===== config.mk =====
export PLATFORM = sky130hd
export DESIGN_NAME = packet_cutter_cfg_sched
export DESIGN_NICKNAME = d
export VERILOG_FILES = /design/src/rtl/packet_cutter_cfg_sched.sv
export SDC_FILE = /design/constraint.sdc
export NUM_CORES = 1
export LEC_CHECK = 0
export CORE_ASPECT_RATIO = 0.75
export CORE_MARGIN = 8
export CORE_UTILIZATION = 60
export DETAILED_ROUTE_END_ITERATION = 12
export DONT_BUFFER_PORTS = 1
export GPL_TIMING_DRIVEN = 1
export PLACE_DENSITY = 0.74
export SYNTH_ARGS = -nofsm -noshare
export SYNTH_HDL_FRONTEND = slang
export SYNTH_SLANG_ARGS = --single-unit

===== constraint.sdc =====
create_clock -name axi_aclk -period 24.4 [get_ports axi_aclk]
set_input_delay 6.1 -clock axi_aclk [delete_from_list [all_inputs] [get_ports axi_aclk]]
set_output_delay 6.1 -clock axi_aclk [all_outputs]
set_load 0.01 [all_outputs]

===== src/rtl/packet_cutter_cfg_sched.sv =====
// Configuration scheduler for the packet cutter: captures committed settings
// into a shadow copy and moves them to the active outputs only between
// packets. The stream is stalled for the single cycle in which the update
// happens.
module packet_cutter_cfg_sched #(
  parameter int unsigned C_S_AXI_DATA_WIDTH = 32
) (
  input  logic                          axi_aclk,
  input  logic                          axi_reset,
  input  logic                          cfg_commit,
  input  logic                          cfg_cut_en,
  input  logic [C_S_AXI_DATA_WIDTH-1:0] cfg_cut_words,
  input  logic [C_S_AXI_DATA_WIDTH-1:0] cfg_cut_offset,
  input  logic [C_S_AXI_DATA_WIDTH-1:0] cfg_cut_bytes,
  input  logic                          cfg_hash_en,
  input  logic                          s_axis_tvalid_in,
  input  logic                          s_axis_tlast,
  output logic                          s_axis_tready_out,
  output logic                          s_axis_tvalid_out,
  input  logic                          s_axis_tready_in,
  output logic                          cut_en,
  output logic                          hash_en,
  output logic [C_S_AXI_DATA_WIDTH-1:0] cut_words,
  output logic [C_S_AXI_DATA_WIDTH-1:0] cut_offset,
  output logic [C_S_AXI_DATA_WIDTH-1:0] cut_bytes,
  output logic                          cfg_busy,
  output logic                          cfg_applied,
  output logic [C_S_AXI_DATA_WIDTH-1:0] apply_cnt
);

  typedef enum logic [1:0] {
    IDLE     = 2'd0,
    WAIT_EOP = 2'd1,
    APPLY    = 2'd2
  } state_t;

  state_t                        state_q;
  logic                          in_pkt_q;

  logic                          sh_cut_en_q;
  logic                          sh_hash_en_q;
  logic [C_S_AXI_DATA_WIDTH-1:0] sh_cut_words_q;
  logic [C_S_AXI_DATA_WIDTH-1:0] sh_cut_offset_q;
  logic [C_S_AXI_DATA_WIDTH-1:0] sh_cut_bytes_q;

  logic                          act_cut_en_q;
  logic                          act_hash_en_q;
  logic [C_S_AXI_DATA_WIDTH-1:0] act_cut_words_q;
  logic [C_S_AXI_DATA_WIDTH-1:0] act_cut_offset_q;
  logic [C_S_AXI_DATA_WIDTH-1:0] act_cut_bytes_q;
  logic                          applied_q;
  logic [C_S_AXI_DATA_WIDTH-1:0] apply_cnt_q;

  logic                          beat;
  logic                          tlast_beat;
  logic                          gate;

  // Stream gating: the update cycle blocks handshakes in both directions.
  always_comb begin
    gate              = (state_q == APPLY);
    s_axis_tvalid_out = gate ? 1'b0 : s_axis_tvalid_in;
    s_axis_tready_out = gate ? 1'b0 : s_axis_tready_in;
    beat              = s_axis_tvalid_out & s_axis_tready_in;
    tlast_beat        = beat & s_axis_tlast;
  end

  // Packet position tracking and shadow capture (last commit wins).
  always_ff @(posedge axi_aclk or posedge axi_reset) begin
    if (axi_reset) begin
      in_pkt_q        <= 1'b0;
      sh_cut_en_q     <= 1'b0;
      sh_hash_en_q    <= 1'b0;
      sh_cut_words_q  <= '0;
      sh_cut_offset_q <= '0;
      sh_cut_bytes_q  <= '0;
    end else begin
      if (beat) begin
        in_pkt_q <= ~s_axis_tlast;
      end
      if (cfg_commit) begin
        sh_cut_en_q     <= cfg_cut_en;
        sh_hash_en_q    <= cfg_hash_en;
        sh_cut_words_q  <= cfg_cut_words;
        sh_cut_offset_q <= cfg_cut_offset;
        sh_cut_bytes_q  <= cfg_cut_bytes;
      end
    end
  end

  // Apply scheduler with registered active settings, pulse and counter.
  always_ff @(posedge axi_aclk or posedge axi_reset) begin
    if (axi_reset) begin
      state_q          <= IDLE;
      act_cut_en_q     <= 1'b0;
      act_hash_en_q    <= 1'b0;
      act_cut_words_q  <= '0;
      act_cut_offset_q <= '0;
      act_cut_bytes_q  <= '0;
      applied_q        <= 1'b0;
      apply_cnt_q      <= '0;
    end else begin
      applied_q <= 1'b0;
      case (state_q)
        IDLE: begin
          if (cfg_commit) begin
            if (!in_pkt_q || tlast_beat) begin
              state_q <= APPLY;
            end else begin
              state_q <= WAIT_EOP;
            end
          end
        end
        WAIT_EOP: begin
          if (tlast_beat) begin
            state_q <= APPLY;
          end
        end
        APPLY: begin
          // A commit landing here updates the shadow on this same edge, so the
          // follow-up APPLY cycle picks up the newer values.
          act_cut_en_q     <= sh_cut_en_q;
          act_hash_en_q    <= sh_hash_en_q;
          act_cut_words_q  <= sh_cut_words_q;
          act_cut_offset_q <= sh_cut_offset_q;
          act_cut_bytes_q  <= sh_cut_bytes_q;
          applied_q        <= 1'b1;
          apply_cnt_q      <= apply_cnt_q + 1'b1;
          state_q          <= cfg_commit ? APPLY : IDLE;
        end
        default: state_q <= IDLE;
      endcase
    end
  end

  assign cut_en      = act_cut_en_q;
  assign hash_en     = act_hash_en_q;
  assign cut_words   = act_cut_words_q;
  assign cut_offset  = act_cut_offset_q;
  assign cut_bytes   = act_cut_bytes_q;
  assign cfg_applied = applied_q;
  assign apply_cnt   = apply_cnt_q;
  assign cfg_busy    = (state_q != IDLE);

endmodule


Word level (Yosys, flattened, before mapping) --
Index checks and enable logic that the tools add are counted.
Word-level totals: flip-flop bits (word level) 232, output and inout bits 134, logic and storage cells 35
Operators by class: add/sub/neg operators 1, equal/unequal tests 4, muxes and demuxes 8, bitwise operators 3, reduce and logical (&&, ||, !) cells 5
Operator list (number):
- adder 32 x 1 -> 32 bit, second input constant | 1
- two-way mux 2 bit | 4
- case mux 2 bit (3 select lines) | 1
- inequality test 2 bit, second input constant | 2
- two-way mux 1 bit | 3
- bitwise AND 1 bit | 2
- == test 2 x 1 -> 1 bit, second input constant | 1
- == test 2 bit, second input constant | 1
- logical NOT 2 bit | 1
- AND reduction 2 bit | 1
- nonzero test 2 bit | 1
- logical NOT 1 bit | 1
- logical OR 1 bit | 1
- inverter 1 bit | 1

Logic depth before layout (Yosys ltp) --
depth after elaboration 8, mapped depth 7, gate-level depth less buffers 6

Least setup slack after synthesis --
No wires, ideal clock.
kind input-to-output, from input s_axis_tready_in, to output s_axis_tready_out, data arrival time 6.276 ns, setup slack 12.024 ns, cell stages on the path 1, path through and2_1
Between the ends: word-level cells in the longest chain between the ends 1
RTL lines:
- start: declaration | RTL line 20 | input logic s_axis_tready_in,
- two-way mux 1 bit | RTL line 62 | s_axis_tready_out = gate ? 1'b0 : s_axis_tready_in;
- end: declaration | RTL line 18 | output logic s_axis_tready_out,
No other way between the ends.

Final worst setup path --
Same ends and word-level chain as after synthesis.

==> results by group <==
Power and ir drop
  • Leak pwr: 4.73 nW
  • Power per cell area: 118 nW/um^2
  • Worst VDD drop: 0.0000685 V
  • Overall power: 1.15 mW

Clock network
  • Root buffer cell: clkbuf_16
  • Total CTS buffers: 22
  • Depth of the CTS H-tree: 1
  • Clk_lat worst skew: 0.49 ns
  • CTS max path bufs: 3
  • Clock sinks: 232
  • Reg clk slew, reported paths: 0.06 ns
  • Post-CTS Setup Inserts: 0
  • Post-CTS Hold Fix Bufs: 0
  • Post-cts sizing count: 0
  • CTS tree: yes

Placed design
  • Post-DP HPWL: 12,900 um
  • Area post-placement: 8980 sq um
  • Placer Congestion: 0.770
  • IO Port Bufs: 0
  • Place WS: 12.00 ns

Setup path
  • Critical path launch point type: input port
  • Critical-path maximum fanout: 3
  • Critical Path AT: 6.31 ns
  • Crit end category: primary output
  • Crit path kind: in2out
  • Largest stage delay, worst path: 0.21 ns
  • Slowest cell on crit path: and2_1
  • Worst path cell trace: and2_1
  • Delay-heaviest family, CP: simple AND/OR/NAND/NOR gates
  • Crit path buffers/inverters: 0
  • Worst Path Required: 18.30 ns

Logic synthesis
  • Synth Area in Compound Gates: 0.396%
  • Simple-gate area share of the yosys netlist: 16.4%
  • Syn Nets: 864
  • Largest family of logic cells by synthesized area: simple AND/OR/NAND/NOR gates
  • Cell count after synthesis: 759
  • Cell taking the most area after synthesis: dfrtp_1
  • Number of synthesis warnings: 0
  • Unique masters post-synth: 32
  • Avg Synthesized Cell Area: 11.7 sq um
  • Asr flop ratio synth: 100%
  • Yosys reg bits: 232
  • Synthesized-area fraction occupied by adder cells: 0.141%
  • Area fraction of the dominant cell type after synthesis: 65.6%
  • Post-synth EDFFs: 0
  • Mapped Area: 8850 sq um
  • Main synth FF type: dfrtp_1
  • Register area share after synthesis: 65.6%
  • Area contributors post-synth: dfrtp_1 (66%), nand2_1 (13%), mux2_2 (12%)
  • XOR/XNOR share of the synthesized area: 3.07%
  • Mux cell area share after synthesis: 12.5%

Timing
  • Clk_skew: 0.0141 ns
  • Slew Limit Fails: 0
  • Final Worst Setup Slack: 11.99 ns
  • Period utilization: 50.9%
  • Setup Viol. Count Final: 0
  • Clock period minus worst slack: 12.41 ns
  • Slew HR: 32.2%
  • TNS Setup: 0 ns
  • FMAX: 80.6 MHz
  • RSZ-0062 raised after global routing: no
  • Final Hold Violating Endpoints: 0
  • Worst-Margin Slew: 1.02 ns

Drt
  • Routed WL per cell: 19.8 um
  • ANT nets after route: 0
  • Routed wire length: 19,100 um
  • Drc violations: 0
  • Vias per inst: 5.43
  • First drt pass iteration count: 4
  • Via count: 5,261
  • Drt initial violations: 374

Floorplan
  • Row count: 38
  • Core box area: 14,500 sq um
  • # IOs: 238
  • Initial Util: 61.2%
  • Die ar.: 18,900 sq um
  • Die X-Extent: 156 um
  • Die Y-Extent: 121 um

GRT
  • GRT overflow: 0
  • Overall routing resource usage: 20.1%
  • Vias in the first global route: 5,503
  • Antenna violations before repair: 0
  • First-pass GRT wire length: 30,400 um
  • Pin count of the biggest net entering global routing: 148

Finish
  • Share of cells above drive strength 1: 18.8%
  • Finished Core Util: 67.2%
  • Area delta synth->final: 9.78%
  • Net count reported at finish: 857
  • Multi-input gate area: 2880 sq um
  • Most frequent cells in the layout: nand2_1 (308), dfrtp_1 (232), mux2_2 (98)
  • Design area: 9720 sq um
  • FF/Latch Area: 5810 sq um
  • Fill cell count: 1,084
  • Leading cell type in the layout, fill and taps excluded: nand2_1

Worst hold path
  • Hold Crit Class: reg2reg

Outcome
  • Status: completed

Run
  • Max-Cap Viols: 0
-- kinds of logic after synthesis --
logic type	Yosys count
AO/OA/AOI/OAI	5
XOR/XNOR	31
adder cells (fa/ha/maj)	1
buffers and inverters	37
flip-flops	232
multiplexers	98
AND/OR/NAND/NOR	355
-- metal layers --
layer  track usage (%)  vias to the layer above  routed length (um)  part of all wire [%]
met3              9.22                       26                2130                    11
met4              4.61                        0                 323                   1.7
li1                  -                     2423                   -                     -
met1              23.5                     2661                7300                    38
met5                 0                        -                   0                     0
met2              33.4                      151                9370                    49
-- cell type report --
| cell class | count | share of cell area [%] |
|---|---|---|
| diodes | 1 | 0.0258 |
| inverters | 3 | 0.206 |
| flip-flops and latches | 232 | 59.8 |
| well taps | 200 | 2.58 |
| clock inverters | 6 | 0.824 |
| repair buffers | 3 | 0.232 |
| clock buffers | 33 | 6.72 |
| multi-input cells | 490 | 29.7 |
-- cell usage after synthesis (2+ instances only) --
cell / number
nand2_1: 308
clkbuf_1: 10
buf_1: 4
a21oi_1: 2
nand4_1: 3
xor2_1: 12
nor3_1: 2
nor2_2: 2
and4_1: 3
mux2_2: 98
inv_1: 3
nand3_1: 14
nor2_1: 7
xnor2_1: 19
and2_1: 3
dfrtp_1: 232
buf_2: 19
and3_1: 4
-- power breakdown --
part | leakage (nW) | switching, mW | internal [mW]
clock network | 0.363 | 0.136 | 0.206
logic | 1.52 | 0.123 | 0.0693
registers | 2.85 | 0.126 | 0.488
total | 4.73 | 0.385 | 0.763
-- state kept, by name, indices dropped and copies added (netlist names) --
name,count
apply_cnt,32
cut_bytes,32
cut_offset,32
cut_words,32
sh_cut_bytes_q,32
sh_cut_offset_q,32
sh_cut_words_q,32
state_q,2
cfg_applied,1
cut_en,1
hash_en,1
in_pkt_q,1
sh_cut_en_q,1
sh_hash_en_q,1
-- stage by stage --
stage | hold WS, ns | instances
2_1_floorplan | 0.435 | 759
3_3_place_gp | 0.441 | 928
3_5_place_dp | 0.450 | 928
4_1_cts | 0.463 | 967
5_1_grt | 0.477 | 967
6_report | 0.460 | 968
-- worst paths after layout --
| kind | from | endpoint | slack (ns) | cells after the start |
|---|---|---|---|---|
| min in group asynchronous | axi_reset | sh_cut_offset_q[6] | 5.66 | 1 |
| worst min register to register | sh_cut_words_q[4] | cut_words[4] | 0.46 | 2 |
| max in group asynchronous | axi_reset | cut_words[8] | 17.07 | 2 |
| worst max register to register | state_q[0] | apply_cnt[4] | 22.13 | 5 |
| worst min-delay path | sh_cut_words_q[4] | cut_words[4] | 0.46 | 2 |
| worst max-delay path | s_axis_tready_in | s_axis_tready_out | 11.99 | 1 |
Power figures use the tool's default switching activity.
